===== config.mk =====
export PLATFORM = sky130hd
export DESIGN_NAME = ins_encoder
export DESIGN_NICKNAME = d
export VERILOG_FILES = /design/src/rtl/ins_encoder.sv
export SDC_FILE = /design/constraint.sdc
export NUM_CORES = 1
export LEC_CHECK = 0
export CORE_MARGIN = 2
export CORE_UTILIZATION = 25
export CTS_BUF_LIST = sky130_fd_sc_hd__clkbuf_8
export DETAILED_ROUTE_END_ITERATION = 10
export DONT_BUFFER_PORTS = 1
export MAX_ROUTING_LAYER = met4
export PLACE_DENSITY = 0.46
export SETUP_SLACK_MARGIN = 0.5
export SLEW_MARGIN = 15
export SYNTH_ARGS = -nofsm -noshare
export SYNTH_HDL_FRONTEND = slang
export SYNTH_SLANG_ARGS = --single-unit

===== constraint.sdc =====
create_clock -name clk -period 5.45 [get_ports clk]
set_input_delay 0.2725 -clock clk [delete_from_list [all_inputs] [get_ports clk]]
set_output_delay 0.2725 -clock clk [all_outputs]
set_load 0.01 [all_outputs]

===== src/rtl/ins_encoder.sv =====
// ins_encoder: packs decoded RV32I instruction fields back into 32-bit
// instruction words, buffers them in a small FIFO, and presents each word
// with a sequential byte address for the instruction-memory writer.
module ins_encoder #(
    parameter int unsigned    DEPTH = 4,
    parameter int unsigned    AW    = 32,
    parameter logic [AW-1:0]  BASE  = '0
) (
    input  logic                     clk,
    input  logic                     rst,
    input  logic                     in_valid,
    output logic                     in_ready,
    input  logic [6:0]               opcode,
    input  logic [2:0]               func3,
    input  logic                     func7,
    input  logic [4:0]               rd,
    input  logic [4:0]               rs1,
    input  logic [4:0]               rs2,
    input  logic [11:0]              imm12,
    input  logic [19:0]              imm20,
    output logic                     out_valid,
    input  logic                     out_ready,
    output logic [31:0]              out_ins,
    output logic [AW-1:0]            out_addr,
    output logic [$clog2(DEPTH):0]   count,
    output logic                     err
);

    localparam int unsigned PW = $clog2(DEPTH);
    localparam int unsigned CW = PW + 1;

    typedef enum logic [2:0] {
        T_R, T_I, T_S, T_B, T_U, T_J, T_X
    } ins_type_t;

    ins_type_t          ins_type;
    logic [31:0]        word;
    logic               known;
    logic               consume;
    logic               push;
    logic               pop;

    logic [31:0]        mem [DEPTH];
    logic [PW-1:0]      wr_ptr;
    logic [PW-1:0]      rd_ptr;
    logic [CW-1:0]      occ;
    logic [AW-1:0]      addr;
    logic               err_q;

    // Classify the instruction format from the opcode.
    always_comb begin
        ins_type = T_X;
        case (opcode)
            7'b0110011:                         ins_type = T_R;
            7'b0010011, 7'b0000011, 7'b1100111: ins_type = T_I;
            7'b0100011:                         ins_type = T_S;
            7'b1100011:                         ins_type = T_B;
            7'b0110111, 7'b0010111:             ins_type = T_U;
            7'b1101111:                         ins_type = T_J;
            default:                            ins_type = T_X;
        endcase
    end

    // Scatter the decode-layout fields into their instruction-word positions.
    always_comb begin
        word = '0;
        case (ins_type)
            T_R: word = {1'b0, func7, 5'b0, rs2, rs1, func3, rd, opcode};
            T_I: word = {imm12, rs1, func3, rd, opcode};
            T_S: word = {imm12[11:5], rs2, rs1, func3, imm12[4:0], opcode};
            T_B: word = {imm12[11], imm12[9:4], rs2, rs1, func3,
                         imm12[3:0], imm12[10], opcode};
            T_U: word = {imm20, rd, opcode};
            T_J: word = {imm20[19], imm20[9:0], imm20[10], imm20[18:11],
                         rd, opcode};
            default: word = '0;
        endcase
    end

    assign known     = (ins_type != T_X);
    assign in_ready  = (occ != CW'(DEPTH));
    assign out_valid = (occ != '0);
    assign consume   = in_valid && in_ready;
    assign push      = consume && known;
    assign pop       = out_valid && out_ready;

    assign out_ins   = out_valid ? mem[rd_ptr] : '0;
    assign out_addr  = addr;
    assign count     = occ;
    assign err       = err_q;

    // FIFO storage; contents are only visible through out_valid-gated reads.
    always_ff @(posedge clk) begin
        if (push)
            mem[wr_ptr] <= word;
    end

    // Pointers, occupancy, address counter and sticky error flag.
    always_ff @(posedge clk or posedge rst) begin
        if (rst) begin
            wr_ptr <= '0;
            rd_ptr <= '0;
            occ    <= '0;
            addr   <= BASE;
            err_q  <= 1'b0;
        end else begin
            if (push)
                wr_ptr <= wr_ptr + PW'(1);
            if (pop) begin
                rd_ptr <= rd_ptr + PW'(1);
                addr   <= addr + AW'(4);
            end
            case ({push, pop})
                2'b10:   occ <= occ + CW'(1);
                2'b01:   occ <= occ - CW'(1);
                default: occ <= occ;
            endcase
            if (consume && !known)
                err_q <= 1'b1;
        end
    end

endmodule

==> reports/qor.txt <==
First-pass GRT wire length = 28200 um
WP data arrival = 3.16 ns
Mapped Cells = 495
PwrDens = 395 mW/mm2
DRC viols = 0
Sequential area share after synthesis = 0.640
IO Count = 132
Final WL = 19000 um
Initial antenna violation count = 0
Clock sinks = 166
Outcome = complete, no violations
Post-DR vias/cell = 4.77
Flops & latches, synth = 166
Min cycle time layout = 2.94 ns
Die Height = 177 um
Crit-path max cell delay = 0.45 ns
CTS max path bufs = 2
Worst slew pin tran = 0.959 ns
Vias in the first global route = 4385
Overflow after GRT = 0
Final cell count without fillers = 906
Synth Cell Area = 0.00749 mm2
Final Cell Area = 0.00838 mm2
Most used flip-flop cell after synthesis = edfxtp_1
Starting density of the core = 0.253
Unrepaired setup endpoints after global routing = no
Ys Warns = 0
CTS H-Tree Depth = 4
Setup TNS Final = 0 ns
Unique masters post-synth = 55
Skew-Pair Late Insertion Delay = 0.47 ns
Final setup fails = 0
Post-synth EDFFs = 128
Total GRT Usage = 0.128
Die X = 177 um
Drt pass-1 iters = 6
Max-cap viol count = 0
CTS tree = built
GRT Max-Usage Layer = met2
Vias post-DR = 4323
Worst-path cell chain = nor2b_2 -> nand3_2 -> a21oi_4 -> inv_2 -> ha_1 -> inv_1 -> o22ai_1 -> a22oi_4 -> and2_4 -> a222oi_1 -> a21oi_1
Peak supply drop = 0.000220 V
LEAKAGE = 2.89 nW
Placed insts = 872
P&R area growth vs syn = 11.9%
CTS Buf Count = 17
Root buf cell = clkbuf_8
Die ar. = 0.0314 mm2
Number of port buffers = 0
Largest net degree at the start of global routing = 39
Slew Limit Headroom = 0.357
Layout cells sized above 1 = 0.182
Max frequency = 340 MHz
Global-route track usage on met2 = 0.206
Post-DP HPWL = 12900 um
Resized cells post-CTS = 0
Num rows = 63
Nets = 573
Setup CP Type = in2reg
Startpoint types = input port
1st-iter DRT viols = 459
Place WS = 2.07 ns
Core area = 0.0296 mm2
Placement Cell Area = 0.00793 mm2
Hold Violations, Final = 0
Avg Cell Area, Syn = 15.1 um2
CP Data Required Time = 5.67 ns
Max-slew violation count = 0
# diodes = 0
Ys async rst share = 0.229
Hold Path Class = in2reg
Routed Antenna Nets = 0
CP endpoint kind = flip-flop
Final Cycle Share = 0.539
Routing usage on met3 = 0.0301
Wire per inst = 21.0 um
Clk_skew = 0.0205 ns
Placer Congestion = 0.855
CP max-delay cell = a22oi_4
Setup WS post-layout = 2.51 ns
Reg clk slew, reported paths = 0.10 ns
Crit Path Max Fanout = 17
GRT met1 Usage = 0.150
-- cells in the final DEF (no fill, tap or decap), types with 3 or more instances in the layout --
cell type / instances
xor2_1: 13
mux4_2: 32
nor3_1: 4
nor2_1: 32
ha_1: 7
a21oi_1: 11
and2_1: 44
edfxtp_1: 128
inv_1: 12
nand3_1: 16
a221o_1: 5
a222oi_1: 16
buf_4: 8
nand2_1: 28
inv_8: 3
inv_6: 5
clkbuf_8: 17
dfrtp_1: 37
and4_1: 3
o21ai_0: 10
nand4_1: 9
a32o_1: 3
clkinv_8: 3
xnor2_1: 22
-- per-stage QoR --
step | utilization | hold WS, ns | total power (W)
2_1_floorplan | - | 0.424 | 0.00219
3_3_place_gp | 0.268 | 0.354 | 0.00241
3_5_place_dp | 0.268 | 0.366 | 0.00243
4_1_cts | 0.284 | 0.0364 | 0.00339
5_1_grt | 0.284 | 0.0445 | 0.00349
6_report | 0.284 | 0.0899 | 0.00331
-- final timing paths --
path / depth (start not counted) / end / startpoint / slack (ns)
worst max-delay path: 11 / mem[1][22] / opcode[5] / 2.51
worst min-delay path: 1 / mem[2][6] / opcode[6] / 0.09
worst max register to register: 6 / out_addr[31] / count[0] / 3.15
worst min register to register: 1 / out_addr[31] / out_addr[31] / 0.55
max in group asynchronous: 3 / rd_ptr[0] / rst / 4.69
min in group asynchronous: 3 / count[2] / rst / 0.39
-- critical path, delay by kind of cell --
family	cells	cell delay, ns
buffers and inverters	2	0.22
AOI/OAI and AO/OA	5	1.43
adders and majority gates	1	0.32
and+or+nand+nor	3	0.90
-- registers in the layout, summed over array words and instances (netlist names) --
name      count
mem         128
out_addr     30
err           1
rd_ptr        2
count         3
wr_ptr        2
-- repair_timing --
| item | in CTS | in global routing |
|---|---|---|
| setup buffers | 0 | 0 |
| hold buffers | 2 | 0 |
| endpoints found under the hold margin | 39 | 0 |
-- final cells by class --
cell class	instances	area (um2)
repair buffers	10	80.1
well taps	390	488
inverters	14	52.6
flip-flops and latches	166	4800
clock buffers	17	234
multi-input cells	294	2530
fillers	2962	21200
clock inverters	15	203
-- per-layer routing --
| metal | part of all wire | up-vias | wire length (um) |
|---|---|---|---|
| met1 | 0.40 | 2222 | 7570 |
| li1 | - | 1917 | - |
| met4 | 0.034 | 0 | 650 |
| met3 | 0.059 | 42 | 1120 |
| met2 | 0.51 | 142 | 9690 |
| met5 | 0 | - | 0 |
-- power by group --
group          internal (W)  switching (W)
Clock              0.000435       0.000517
Combinational      0.000366       0.000492
Sequential          0.00142      0.0000846
-- kinds of logic after synthesis --
logic type               Yosys count  synth area share
AO/OA/AOI/OAI                     62            0.0691
AND/OR/NAND/NOR                  152             0.112
buffers and inverters             36            0.0230
multiplexers                      35             0.100
adder cells (fa/ha/maj)            8            0.0144
XOR/XNOR                          35            0.0409
other                              1          0.000501
flip-flops                       166             0.640
-- Yosys cell counts, drive strengths merged, types with 7 or more instances --
cell type / n / area, um2
o21ai: 11 / 55.1
clkbuf: 9 / 33.8
inv: 14 / 52.6
dfrtp: 38 / 951
xnor2: 22 / 193
nor2: 34 / 133
buf: 13 / 86.3
xor2: 13 / 114
and2: 46 / 293
nand3: 17 / 90.1
nand4: 9 / 56.3
a222oi: 16 / 160
a21oi: 13 / 87.6
nand2: 29 / 111
mux4: 32 / 721
edfxtp: 128 / 3840
ha: 7 / 87.6
No activity file was read; power rests on OpenSTA's default activity.
